File: config.mk
export PLATFORM = sky130hd
export DESIGN_NAME = mem_access_ctrl_flat
export DESIGN_NICKNAME = d
export VERILOG_FILES = /design/src/rtl/mem_access_ctrl_if.sv /design/src/rtl/mem_access_ctrl.sv /design/src/flat_wrapper.sv
export SDC_FILE = /design/constraint.sdc
export NUM_CORES = 1
export LEC_CHECK = 0
export BUFFER_PORTS_ARGS = -buffer_cell sky130_fd_sc_hd__buf_2
export CORE_MARGIN = 10
export CORE_UTILIZATION = 55
export CTS_BUF_LIST = sky130_fd_sc_hd__clkbuf_2
export DETAILED_ROUTE_END_ITERATION = 10
export GPL_TIMING_DRIVEN = 0
export PLACE_DENSITY_LB_ADDON = 0.05
export SLEW_MARGIN = 5
export SYNTH_ARGS = -nofsm -noshare
export SYNTH_HDL_FRONTEND = slang
export SYNTH_SLANG_ARGS = --single-unit
File: constraint.sdc
create_clock -name clk -period 6.2 [get_ports clk]
set_input_delay 1.86 -clock clk [delete_from_list [all_inputs] [get_ports clk]]
set_output_delay 1.86 -clock clk [all_outputs]
set_load 0.005 [all_outputs]
File: src/rtl/mem_access_ctrl_if.sv
// Request/response and data-memory bus bundle for mem_access_ctrl.
// slave = controller view, master = core/memory (testbench) view.
interface mem_access_ctrl_if;
    logic        req_valid;
    logic        req_ready;
    logic        req_store;
    logic [2:0]  req_funct3;
    logic [63:0] req_addr;
    logic [63:0] req_wdata;
    logic        done;
    logic        exc;
    logic [63:0] load_data;
    logic [63:0] mem_addr;
    logic        mem_rd;
    logic        mem_wr;
    logic [63:0] mem_wdata;
    logic [63:0] mem_rdata;

    modport slave (
        input  req_valid, req_store, req_funct3, req_addr, req_wdata, mem_rdata,
        output req_ready, done, exc, load_data, mem_addr, mem_rd, mem_wr, mem_wdata
    );

    modport master (
        output req_valid, req_store, req_funct3, req_addr, req_wdata, mem_rdata,
        input  req_ready, done, exc, load_data, mem_addr, mem_rd, mem_wr, mem_wdata
    );
endinterface

File: src/rtl/mem_access_ctrl.sv
// Load/store sequencer for a 64-bit doubleword memory with fixed read latency:
// lane select + extension on loads, read-modify-write for sub-doubleword stores.
module mem_access_ctrl #(
    parameter int unsigned MEM_LAT = 2
) (
    input  logic              clk,
    input  logic              reset_n,
    mem_access_ctrl_if.slave  bus
);
    typedef enum logic [2:0] {IDLE, RD, WAIT, WR, DONE} state_e;

    state_e      state_q, state_d;
    logic        store_q, store_d;
    logic [2:0]  f3_q, f3_d;
    logic [63:0] addr_q, addr_d;
    logic [63:0] wdata_q, wdata_d;
    logic [63:0] load_data_q, load_data_d;
    logic [63:0] mem_wdata_q, mem_wdata_d;
    logic        exc_q, exc_d;
    logic [3:0]  cnt_q, cnt_d;

    // request decode (combinational on the incoming request)
    logic req_illegal, req_misal, req_exc;
    always_comb begin
        req_illegal = bus.req_store ? bus.req_funct3[2] : (bus.req_funct3 == 3'b111);
        case (bus.req_funct3[1:0])
            2'd1:    req_misal = bus.req_addr[0];
            2'd2:    req_misal = |bus.req_addr[1:0];
            2'd3:    req_misal = |bus.req_addr[2:0];
            default: req_misal = 1'b0;
        endcase
        req_exc = req_illegal | req_misal;
    end

    // lane extraction/extension and store merge on the registered request
    logic [5:0]  shamt;
    logic [63:0] lane, ext, wsh, merged;
    logic [7:0]  byte_en, byte_en_sh;
    logic        sgn;
    always_comb begin
        shamt = {addr_q[2:0], 3'b000};
        lane  = bus.mem_rdata >> shamt;
        wsh   = wdata_q << shamt;
        sgn   = ~f3_q[2];
        case (f3_q[1:0])
            2'd0:    begin ext = {{56{sgn & lane[7]}},  lane[7:0]};  byte_en = 8'h01; end
            2'd1:    begin ext = {{48{sgn & lane[15]}}, lane[15:0]}; byte_en = 8'h03; end
            2'd2:    begin ext = {{32{sgn & lane[31]}}, lane[31:0]}; byte_en = 8'h0F; end
            default: begin ext = lane;                               byte_en = 8'hFF; end
        endcase
        byte_en_sh = byte_en << addr_q[2:0];
        for (int i = 0; i < 8; i++)
            merged[8*i +: 8] = byte_en_sh[i] ? wsh[8*i +: 8] : bus.mem_rdata[8*i +: 8];
    end

    always_ff @(posedge clk or negedge reset_n) begin
        if (!reset_n) begin
            state_q     <= IDLE;
            store_q     <= 1'b0;
            f3_q        <= 3'd0;
            addr_q      <= 64'd0;
            wdata_q     <= 64'd0;
            load_data_q <= 64'd0;
            mem_wdata_q <= 64'd0;
            exc_q       <= 1'b0;
            cnt_q       <= 4'd0;
        end else begin
            state_q     <= state_d;
            store_q     <= store_d;
            f3_q        <= f3_d;
            addr_q      <= addr_d;
            wdata_q     <= wdata_d;
            load_data_q <= load_data_d;
            mem_wdata_q <= mem_wdata_d;
            exc_q       <= exc_d;
            cnt_q       <= cnt_d;
        end
    end

    always_comb begin
        state_d = state_q;
        case (state_q)
            IDLE: if (bus.req_valid) begin
                if (req_exc)                                          state_d = DONE;
                else if (bus.req_store && bus.req_funct3[1:0] == 2'd3) state_d = WR;
                else                                                  state_d = RD;
            end
            RD:   state_d = WAIT;
            WAIT: if (cnt_q == 4'd0) state_d = store_q ? WR : DONE;
            WR:   state_d = DONE;
            DONE: state_d = IDLE;
            default: state_d = IDLE;
        endcase
    end

    always_comb begin
        store_d     = store_q;
        f3_d        = f3_q;
        addr_d      = addr_q;
        wdata_d     = wdata_q;
        load_data_d = load_data_q;
        mem_wdata_d = mem_wdata_q;
        exc_d       = exc_q;
        cnt_d       = cnt_q;
        case (state_q)
            IDLE: if (bus.req_valid) begin
                store_d     = bus.req_store;
                f3_d        = bus.req_funct3;
                addr_d      = bus.req_addr;
                wdata_d     = bus.req_wdata;
                exc_d       = req_exc;
                mem_wdata_d = bus.req_wdata;
                if (req_exc) load_data_d = 64'd0;
            end
            RD:   cnt_d = 4'(MEM_LAT - 1);
            WAIT: begin
                if (cnt_q != 4'd0)  cnt_d       = cnt_q - 4'd1;
                else if (store_q)   mem_wdata_d = merged;
                else                load_data_d = ext;
            end
            default: ;
        endcase
    end

    always_comb begin
        bus.req_ready = (state_q == IDLE);
        bus.mem_rd    = (state_q == RD);
        bus.mem_wr    = (state_q == WR);
        bus.done      = (state_q == DONE);
        bus.exc       = (state_q == DONE) & exc_q;
        bus.mem_addr  = (state_q == IDLE) ? 64'd0 : {addr_q[63:3], 3'b000};
        bus.load_data = load_data_q;
        bus.mem_wdata = mem_wdata_q;
    end
endmodule
File: src/flat_wrapper.sv
// flat-port wrapper written by rule: the top's interface ports become plain ports
module mem_access_ctrl_flat 
#(
    parameter int unsigned MEM_LAT = 2
)
  (clk, reset_n, bus_req_valid, bus_req_store, bus_req_funct3, bus_req_addr, bus_req_wdata, bus_mem_rdata, bus_req_ready, bus_done, bus_exc, bus_load_data, bus_mem_addr, bus_mem_rd, bus_mem_wr, bus_mem_wdata);
  mem_access_ctrl_if bus_i ();
  input  logic clk;
  input  logic reset_n;
  input wire logic [$bits(bus_i.req_valid)-1:0] bus_req_valid;
  input wire logic [$bits(bus_i.req_store)-1:0] bus_req_store;
  input wire logic [$bits(bus_i.req_funct3)-1:0] bus_req_funct3;
  input wire logic [$bits(bus_i.req_addr)-1:0] bus_req_addr;
  input wire logic [$bits(bus_i.req_wdata)-1:0] bus_req_wdata;
  input wire logic [$bits(bus_i.mem_rdata)-1:0] bus_mem_rdata;
  output wire logic [$bits(bus_i.req_ready)-1:0] bus_req_ready;
  output wire logic [$bits(bus_i.done)-1:0] bus_done;
  output wire logic [$bits(bus_i.exc)-1:0] bus_exc;
  output wire logic [$bits(bus_i.load_data)-1:0] bus_load_data;
  output wire logic [$bits(bus_i.mem_addr)-1:0] bus_mem_addr;
  output wire logic [$bits(bus_i.mem_rd)-1:0] bus_mem_rd;
  output wire logic [$bits(bus_i.mem_wr)-1:0] bus_mem_wr;
  output wire logic [$bits(bus_i.mem_wdata)-1:0] bus_mem_wdata;
  assign bus_i.req_valid = bus_req_valid;
  assign bus_i.req_store = bus_req_store;
  assign bus_i.req_funct3 = bus_req_funct3;
  assign bus_i.req_addr = bus_req_addr;
  assign bus_i.req_wdata = bus_req_wdata;
  assign bus_i.mem_rdata = bus_mem_rdata;
  assign bus_req_ready = bus_i.req_ready;
  assign bus_done = bus_i.done;
  assign bus_exc = bus_i.exc;
  assign bus_load_data = bus_i.load_data;
  assign bus_mem_addr = bus_i.mem_addr;
  assign bus_mem_rd = bus_i.mem_rd;
  assign bus_mem_wr = bus_i.mem_wr;
  assign bus_mem_wdata = bus_i.mem_wdata;
  mem_access_ctrl #(.MEM_LAT(MEM_LAT)) u_core (.clk(clk), .reset_n(reset_n), .bus(bus_i));
endmodule
==> flow_summary.toml <==
[run_status]
outcome = "complete, but fails checks"
violations = "design-rule violations"

[sta]
max_freq_mhz = 211.7
tns_ps = 0
slew_violations = 0
hold_ws_ps = 474.7
relSlewSlack_pct = 29.45
setup-violations-final = 0
worst_slack_ps = 1477
rsz0062_at_grt = "no"
fin_skew_ps = 100.1
fin_crit_ps = 4723
worst_pin_slew_ps = 1058
hold_viol_final = 0
fin_crit_sh_pct = 76.17

[pwr]
p_per_area_nw_per_um2 = 548.8
totalPowerFinal_mw = 10.12
p_sw_share_pct = 49.62
p_comb_share_pct = 57.5
pwr-share-clk_pct = 12.0
p_sw_mw = 5.023
pwr-share-seq_pct = 30.5
vdd_drop_max_uv = 278.4
p_leak_nw = 9.463
p_int_mw = 5.100

[logic_synthesis]
synthTopCellsByArea = "dfrtp_1 44%, nand2_1 14%, mux2i_1 6.1%, a21oi_1 3.8%, mux4_2 3.4%"
synth_warnings = 0
syn_inst = 1759
synthDistinctLibCells = 72
synth_top_area_share_pct = 43.70
synth_edf_count = 0
ys.flop_type = "dfrtp_1"
ys_seq_area_share_pct = 43.70
synthArstFlopShare_pct = 100.0
synth_area_per_cell_um2 = 8.724
ys_seq_elements = 268
yosys.area.top_type = "dfrtp_1"
synth_area_um2 = 15350

[cts]
clkLatencyLatePin_ps = 950
cts_tree = "built"
clk_pin_slew_ps = 100
cts_resized = 0
cts.sinks = 268
cts_setup_buffers = 0
root_buffer = "clkbuf_2"
cts_buffers = 70
h-tree-depth = 3
cts_hold_buffers = 0
clockBufferDepth = 3

[job]
cap_violations = 0

[layout]
multiInputGateArea_um2 = 7884
utilization_pct = 66.76
nets = 2428
drive_gt1_share_pct = 29.04
final_area_um2 = 18450
regArea_um2 = 6706
fillers = 2391
instances_no_fill = 2653
area_growth_pct = 20.20

[routing]
ant_nets = 0
drt_iter0_markers = 2030
vias_per_cell = 6.064
wl_um = 67950
vias = 16090
wire_per_inst_um = 25.61
drt_pass1_iterations = 11
drc = 1

[floorplan]
start_util_pct = 55.54
die_y_um = 187.0
ios = 396
die_area_um2 = 34980
core-area_um2 = 27630
fp.dieW_um = 187.0
rows = 61

[grt]
overflow = 0
grt_use_total_pct = 37.62
grt_busiest_layer = "met2"
grt_pass1_wl_um = 101100
grt_pass1_vias = 16150
use_met2_pct = 58.37
grt.met3_usage_pct = 12.42
antenna_found_initial = 6
grt_util_met1_pct = 47.67
grt_max_degree = 122

[critical_path]
crit_fanout = 10
crit_arrival_ps = 2860
crit_chain = "buf_2 > or3_1 > clkbuf_1 > clkbuf_1 > and2_1 > buf_2"
slowest_delay_ps = 500
criticalPathCategory = "reg2out"
startpoint_type = "flop"
worst_setup_path_end_kind = "primary output"
slowest_stage = "clkbuf_1"
required_ps = 4340

[place]
post-place-ws_ps = 2161
place_area_um2 = 17850
port_buffers = 392
place_inst = 2533
gp_congestion = 1.074
hpwl_um = 54120

[hold_path]
min-delay-path-class = "reg2reg"
[state kept, by name (all words and copies together) (netlist names)]
register	cells
u_core.store_q	1
u_core.f3_q	3
u_core.bus.load_data	64
u_core.cnt_q	4
u_core.wdata_q	64
u_core.addr_q	64
u_core.bus.mem_wdata	64
u_core.exc_q	1
u_core.state_q	3
[worst paths after layout]
path,startpoint,to,slack (ps),cells after the start
hold reg to reg,u_core.addr_q[62],u_core.addr_q[62],470,2
hold / removal,u_core.addr_q[62],u_core.addr_q[62],470,2
min in group asynchronous,reset_n,u_core.bus.load_data[17],810,1
setup / recovery,u_core.state_q[2],bus_mem_addr[16],1480,6
max in group asynchronous,reset_n,u_core.wdata_q[9],4440,2
setup reg to reg,u_core.state_q[2],u_core.bus.mem_wdata[38],3060,8
[Yosys cell counts (23+ instances only)]
cell type	n
and2_1	65
nor2_1	90
dfrtp_1	268
mux2i_1	94
buf_2	39
buf_4	24
o21ai_0	87
clkbuf_1	61
mux4_2	23
mux2_2	40
o21ai_1	33
a21oi_1	115
nand2_1	552
[metal layers]
layer | vias to the layer above | wire [µm]
li1 | 7053 | -
met1 | 7727 | 26020
met4 | 2 | 2800
met2 | 1109 | 30370
met3 | 197 | 8738
met5 | - | 10
[layout by cell type (no fill, tap or decap), types with 6 or more instances in the layout]
master       n
a21oi_1    115
a31oi_1      9
nor2b_1      7
nand2_1    552
o31ai_1      8
a222oi_1     8
a221oi_1    14
o221a_2      9
clkinv_1    12
buf_6        8
mux2i_1     94
mux4_2      23
a2bb2oi_1   13
o21ai_0     87
mux2_2      40
inv_1        7
o211ai_1    10
nor2_1      90
o21ai_1     33
o22ai_1      8
nand2b_1    11
a32oi_1      7
buf_1        9
nor3_1      13
clkbuf_2    94
and2_1      65
buf_4       24
buf_2      430
a211o_1     10
clkbuf_1    61
dfrtp_1    268
o21a_1      17
a22oi_1     19
diode_2      6
a22o_1       7
nand3_1     10
[worst max-delay path, delay by kind of cell, from the launching register on]
| family | cells | cell delay (ps) |
|---|---|---|
| and+or+nand+nor | 2 | 410 |
| DFF | 1 | 340 |
| buffers and inverters | 4 | 1170 |
[power groups by stage]
stage                     clock network, mW  logic, mW  registers (mW)
after global routing                   1.31       6.24            3.15
after floorplan                           0       3.60            2.88
after global placement                    0       5.59            3.05
after detailed placement                  0       5.66            3.07
after CTS                              1.22       5.68            3.05
final                                  1.22       5.82            3.09
[kinds of logic (layout without fill, tap and decap cells)]
family / Yosys count / after routing / synth area share, %
and+or+nand+nor: 773 / 773 / 21.26
AOI/OAI and AO/OA: 406 / 406 / 17.32
DFF: 268 / 268 / 43.70
muxes: 157 / 157 / 12.44
buffers and inverters: 150 / 658 / 4.973
adders and majority gates: 2 / 2 / 0.1630
xor gates and xnor gates: 2 / 2 / 0.1142
other: 1 / 9 / 0.02444
[area by class of cell]
class / count / share of cell area [%]
multi-input cells: 1343 / 42.74
flip-flops and latches: 268 / 36.36
repair buffers: 394 / 10.99
plain buffers: 142 / 3.975
well taps: 378 / 2.564
clock buffers: 93 / 2.523
clock inverters: 21 / 0.6105
inverters: 8 / 0.1628
diodes: 6 / 0.08139
Note: power is estimated with default switching activity, not from simulation.
